**src/rtl/ir_led_sched_if.sv**
```systemverilog
// Request strobes from the IR decoder and LED/status outputs of the scheduler.
interface ir_led_sched_if;
    logic       data_en;
    logic       repeat_en;
    logic       err_en;
    logic       led;
    logic       busy;
    logic [1:0] cur_src;
    logic [7:0] drop_cnt;

    modport master (
        output data_en, repeat_en, err_en,
        input  led, busy, cur_src, drop_cnt
    );

    modport slave (
        input  data_en, repeat_en, err_en,
        output led, busy, cur_src, drop_cnt
    );
endinterface

```
**src/rtl/ir_led_sched.sv**
```systemverilog
// Arbitrates new-key, repeat and error blink patterns onto one status LED
// with fixed priority (error > new > repeat), preemption and drop counting.
module ir_led_sched #(
    parameter int unsigned T_NEW_ON   = 10_000_000,
    parameter int unsigned T_REP_ON   = 4_000_000,
    parameter int unsigned T_REP_OFF  = 1_000_000,
    parameter int unsigned T_ERR_ON   = 2_500_000,
    parameter int unsigned T_ERR_OFF  = 2_500_000,
    parameter int unsigned ERR_BLINKS = 3
) (
    input  logic            sys_clk,
    input  logic            sys_rst_n,
    ir_led_sched_if.slave   bus
);

    localparam int unsigned CNT_W = 24;
    localparam int unsigned BLK_W = 2;

    localparam logic [1:0] SRC_NONE = 2'd0;
    localparam logic [1:0] SRC_REP  = 2'd1;
    localparam logic [1:0] SRC_NEW  = 2'd2;
    localparam logic [1:0] SRC_ERR  = 2'd3;

    typedef enum logic [2:0] {
        IDLE, NEW_ON, REP_ON, REP_OFF, ERR_ON, ERR_OFF
    } state_t;

    state_t             state, state_nxt;
    logic [CNT_W-1:0]   cnt, cnt_nxt;
    logic [BLK_W-1:0]   blink, blink_nxt;
    logic [2:0]         d0, d1;
    logic [2:0]         req;
    logic [1:0]         req_n;
    logic [1:0]         drop_n;
    logic [1:0]         top_src;
    logic [8:0]         drop_sum;

    function automatic logic [1:0] src_of(input state_t s);
        case (s)
            NEW_ON:           src_of = SRC_NEW;
            REP_ON, REP_OFF:  src_of = SRC_REP;
            ERR_ON, ERR_OFF:  src_of = SRC_ERR;
            default:          src_of = SRC_NONE;
        endcase
    endfunction

    // Request bits ordered {err, new, repeat}; rising edge of the registered input.
    assign req      = d0 & ~d1;
    assign req_n    = 2'(req[0]) + 2'(req[1]) + 2'(req[2]);
    assign drop_sum = 9'(bus.drop_cnt) + 9'(drop_n);

    // Arbitration first; the natural phase sequence runs only when no request is present.
    always_comb begin
        state_nxt = state;
        cnt_nxt   = cnt;
        blink_nxt = blink;
        drop_n    = 2'd0;
        top_src   = SRC_NONE;

        if (req[2])      top_src = SRC_ERR;
        else if (req[1]) top_src = SRC_NEW;
        else if (req[0]) top_src = SRC_REP;

        if (top_src != SRC_NONE) begin
            if (top_src >= src_of(state)) begin
                drop_n = req_n - 2'd1;
                case (top_src)
                    SRC_ERR: begin
                        state_nxt = ERR_ON;
                        cnt_nxt   = CNT_W'(T_ERR_ON - 1);
                        blink_nxt = '0;
                    end
                    SRC_NEW: begin
                        state_nxt = NEW_ON;
                        cnt_nxt   = CNT_W'(T_NEW_ON - 1);
                    end
                    default: begin
                        state_nxt = REP_ON;
                        cnt_nxt   = CNT_W'(T_REP_ON - 1);
                    end
                endcase
            end else begin
                drop_n = req_n;
            end
        end else if (state != IDLE) begin
            if (cnt != '0) begin
                cnt_nxt = cnt - CNT_W'(1);
            end else begin
                case (state)
                    REP_ON: begin
                        state_nxt = REP_OFF;
                        cnt_nxt   = CNT_W'(T_REP_OFF - 1);
                    end
                    ERR_ON: begin
                        state_nxt = ERR_OFF;
                        cnt_nxt   = CNT_W'(T_ERR_OFF - 1);
                    end
                    ERR_OFF: begin
                        if (blink < BLK_W'(ERR_BLINKS - 1)) begin
                            state_nxt = ERR_ON;
                            cnt_nxt   = CNT_W'(T_ERR_ON - 1);
                            blink_nxt = blink + BLK_W'(1);
                        end else begin
                            state_nxt = IDLE;
                        end
                    end
                    default: state_nxt = IDLE;
                endcase
            end
        end
    end

    // State, edge detectors and registered outputs, all derived from the next state.
    always_ff @(posedge sys_clk or negedge sys_rst_n) begin
        if (!sys_rst_n) begin
            state        <= IDLE;
            cnt          <= '0;
            blink        <= '0;
            d0           <= '0;
            d1           <= '0;
            bus.led      <= 1'b0;
            bus.busy     <= 1'b0;
            bus.cur_src  <= SRC_NONE;
            bus.drop_cnt <= '0;
        end else begin
            d0           <= {bus.err_en, bus.data_en, bus.repeat_en};
            d1           <= d0;
            state        <= state_nxt;
            cnt          <= cnt_nxt;
            blink        <= blink_nxt;
            bus.led      <= (state_nxt == NEW_ON) || (state_nxt == REP_ON) ||
                            (state_nxt == ERR_ON);
            bus.busy     <= (state_nxt != IDLE);
            bus.cur_src  <= src_of(state_nxt);
            bus.drop_cnt <= drop_sum[8] ? 8'hFF : drop_sum[7:0];
        end
    end

endmodule
```
**src/flat_wrapper.sv**
```systemverilog
// flat-port wrapper written by rule: the top's interface ports become plain ports
module ir_led_sched_flat 
#(
    parameter int unsigned T_NEW_ON   = 10_000_000,
    parameter int unsigned T_REP_ON   = 4_000_000,
    parameter int unsigned T_REP_OFF  = 1_000_000,
    parameter int unsigned T_ERR_ON   = 2_500_000,
    parameter int unsigned T_ERR_OFF  = 2_500_000,
    parameter int unsigned ERR_BLINKS = 3
)
  (sys_clk, sys_rst_n, bus_data_en, bus_repeat_en, bus_err_en, bus_led, bus_busy, bus_cur_src, bus_drop_cnt);
  ir_led_sched_if bus_i ();
  input  logic sys_clk;
  input  logic sys_rst_n;
  input wire logic [$bits(bus_i.data_en)-1:0] bus_data_en;
  input wire logic [$bits(bus_i.repeat_en)-1:0] bus_repeat_en;
  input wire logic [$bits(bus_i.err_en)-1:0] bus_err_en;
  output wire logic [$bits(bus_i.led)-1:0] bus_led;
  output wire logic [$bits(bus_i.busy)-1:0] bus_busy;
  output wire logic [$bits(bus_i.cur_src)-1:0] bus_cur_src;
  output wire logic [$bits(bus_i.drop_cnt)-1:0] bus_drop_cnt;
  assign bus_i.data_en = bus_data_en;
  assign bus_i.repeat_en = bus_repeat_en;
  assign bus_i.err_en = bus_err_en;
  assign bus_led = bus_i.led;
  assign bus_busy = bus_i.busy;
  assign bus_cur_src = bus_i.cur_src;
  assign bus_drop_cnt = bus_i.drop_cnt;
  ir_led_sched #(.T_NEW_ON(T_NEW_ON), .T_REP_ON(T_REP_ON), .T_REP_OFF(T_REP_OFF), .T_ERR_ON(T_ERR_ON), .T_ERR_OFF(T_ERR_OFF), .ERR_BLINKS(ERR_BLINKS)) u_core (.sys_clk(sys_clk), .sys_rst_n(sys_rst_n), .bus(bus_i));
endmodule
```
**config.mk**
```make
export PLATFORM = sky130hd
export DESIGN_NAME = ir_led_sched_flat
export DESIGN_NICKNAME = d
export VERILOG_FILES = /design/src/rtl/ir_led_sched_if.sv /design/src/rtl/ir_led_sched.sv /design/src/flat_wrapper.sv
export SDC_FILE = /design/constraint.sdc
export NUM_CORES = 1
export LEC_CHECK = 0
export CAP_MARGIN = 25
export CORE_AREA = 2 2 66 84
export DETAILED_ROUTE_END_ITERATION = 16
export DIE_AREA = 0 0 68 86
export GPL_TIMING_DRIVEN = 0
export HOLD_SLACK_MARGIN = 0.03
export PLACE_DENSITY_LB_ADDON = 0.15
export SLEW_MARGIN = 20
export SYNTH_ARGS = -nofsm -noshare
export SYNTH_HDL_FRONTEND = slang
export SYNTH_SLANG_ARGS = --single-unit
```
**constraint.sdc**
```tcl
create_clock -name sys_clk -period 4 [get_ports sys_clk]
set_clock_uncertainty 0.1 [all_clocks]
set_input_delay 0.4 -clock sys_clk [delete_from_list [all_inputs] [get_ports sys_clk]]
set_output_delay 0.4 -clock sys_clk [all_outputs]
set_load 0.05 [all_outputs]
```
==> results.ini <==
[outcome]
status=finished, final reports clean

[sta]
relSlewSlack=0.6342
setup_viol=0
layout_min_cycle_time_ns=3.688
period_share=0.9220
drv_slew=0
fin_tns_setup_ns=0
rsz0062_at_grt=false
max_slew.worst_pin.slew_ns=0.5476
hold_violations=0
whs_ns=0.2746
fmax_mhz=271.1

[synth]
syn_inst=305
synth_seq_cells=47
synth_commonest_cells=dfrtp_1, nor2_1, nand2_1
yosys_warnings=0
synth-main-ff-cell=dfrtp_1
synth_top_area_share=0.4271
synth_area_um2=2754
ys_seq_area_frac=0.4271
synth-edff-count=0
yosysTopAreaCell=dfrtp_1
yosys-top-cells-area=dfrtp_1, nor2_1, o21ai_0
ys_types=53
synth_nets=318
async_reset_ff_frac=1.000
avgSynthCellArea_um2=9.029
synth_most_common_cell=dfrtp_1

[clock_tree]
cts_buffer_depth=2
cts_tree=yes
cts_buffers=5
post-cts-setup-buffers=0
clock_sinks=47
cts_root_buf=clkbuf_8
clk_pin_slew_ns=0.08
clk_latency_ns=0.30
htreeDepth=2

[place]
place_area_um2=3007
io_buffers=16
place.gp.congestion=0.9412
dp_hpwl_mm=4.944

[detailed_routing]
routedWlPerCell_um=17.13
drc_errors=0
drt-initial-drc-count=165
viasPerCell=6.110
drt_pass1_iterations=4
postRouteWirelength_mm=6.716
vias=2395
postRouteAntennaNets=0

[worst_setup_path]
path_class=reg2reg
cp_data_required_time_ns=4.13
path_cells=nor2b_1 > clkbuf_2 > inv_1 > o21ai_4 > inv_1 > ha_1 > nand2b_1 > a21o_1 > xor2_1 > nor2_1 > ha_1 > inv_1 > fa_1 > nor2_1 > nand3_1 > nand2b_1
crit_fanout=8
critPathBufInv=4
r2r_cells=16
critPathArrivalTime_ns=3.82
crit_path_end_kind=register
cp_top_family=simple AND/OR/NAND/NOR gates
max_stage_delay_ns=0.45
cp_common_cell=inv_1
worstSetupPathDepth=16
start_kind=register
worst_path_max_delay_cell=fa_1

[global_route]
grt_pass1_vias=2459
gr-total-overflow=0
grtUsageTotal=0.2540
grt_max_degree=34
antenna_found_initial=0
grt_pass1_wl_mm=11.41

[layout]
fillers=453
num-nets-final=343
num_antenna_cells=0
layout-drive-gt1-share=0.08788
finalInstanceArea_um2=3123
final_core_util=0.6237
area_growth_pct=13.40

[die]
chipWidth_um=68
dieArea_um2=5848
ios=17
die_y_um=86
rows=29
initial_core_util=0.5500
coreArea_um2=5007

[min_path]
min_path_cells=0
hp-class=reg2reg

[flow_run]
cap_viol_max_count=0

[power_and_ir_drop]
fin_total_pwr_mw=2.383
power_density_nw_per_um2=763.0
leakagePower_nw=1.323
irDropWorstVdd_mv=0.5144

routing by layer:
layer | routed length (µm) | global-route usage | vias up | part of all wire
li1 | - | - | 1157 | -
met1 | 2824 | 0.3172 | 1140 | 0.42
met2 | 3419 | 0.4201 | 82 | 0.51
met3 | 312 | 0.03937 | 16 | 0.046
met4 | 160 | 0.1218 | 0 | 0.024
met5 | 0 | 0 | - | 0
cells in the final DEF (no fill, tap or decap), types with 5 or more instances in the layout:
master,netlist,final
nand2_1,27,27
nor3_1,13,13
clkbuf_8,0,6
clkdlybuf4s50_1,0,15
ha_1,6,6
nand4_1,6,6
nand3_1,10,10
o21ai_0,21,20
a21oi_1,17,17
inv_1,15,15
dfrtp_1,47,47
xor2_1,7,7
buf_2,5,6
clkbuf_1,5,5
nor2_1,38,38
a31oi_1,11,11
path summary, 6_finish.rpt:
check / start / to / slack (ns)
worst max register to register: u_core.d0[2] / u_core.bus.drop_cnt[0] / 0.31
min in group asynchronous: sys_rst_n / u_core.cnt[12] / 0.44
worst min-delay path: u_core.d0[2] / u_core.d1[2] / 0.27
worst min register to register: u_core.d0[2] / u_core.d1[2] / 0.27
worst max-delay path: u_core.d0[2] / u_core.bus.drop_cnt[0] / 0.31
max in group asynchronous: sys_rst_n / u_core.bus.led / 2.86
power breakdown:
part / internal [mW] / switching [mW]
clock network: 0.136 / 0.154
registers: 0.654 / 0.197
logic: 0.466 / 0.776
metrics by stage:
stage / worst slack [ns] / instances
floorplan: 0.6714 / 305
global placement: -0.1744 / 383
detailed placement: -0.2628 / 384
CTS: 0.08608 / 392
global route: 0.05160 / 392
finish: 0.3119 / 392
sequential cells by signal (all words and copies together), names as in the netlist:
signal,flops
u_core.cnt,24
u_core.bus.drop_cnt,8
u_core.d0,3
u_core.d1,3
u_core.state,3
u_core.blink,2
u_core.bus.cur_src,2
u_core.bus.busy,1
u_core.bus.led,1
cell type report:
type,count,area (µm²),share of cell area
buffer,11,48.80,0.01562
clock buffer,6,82.58,0.02644
clock inverter,1,5.005,0.001603
inverter,15,56.30,0.01803
multi-input combinational,232,1491,0.4776
sequential,47,1176,0.3766
tap,62,77.57,0.02484
timing repair buffer,18,185.2,0.05929
logic make-up after synthesis:
family          share of synthesized area
mux                               0.01454
simple gates                       0.2367
xor+xnor                          0.02862
flops                              0.4271
compound gates                     0.2131
buf+inv                           0.03816
fa+ha+maj                         0.04180
repair_timing:
item,4_1_cts,5_1_grt
hold endpoints to repair,14,0
hold buffers,1,0
resized for setup,2,3
endpoints found under the setup margin,7,7
(Power assumes the default switching activity.)
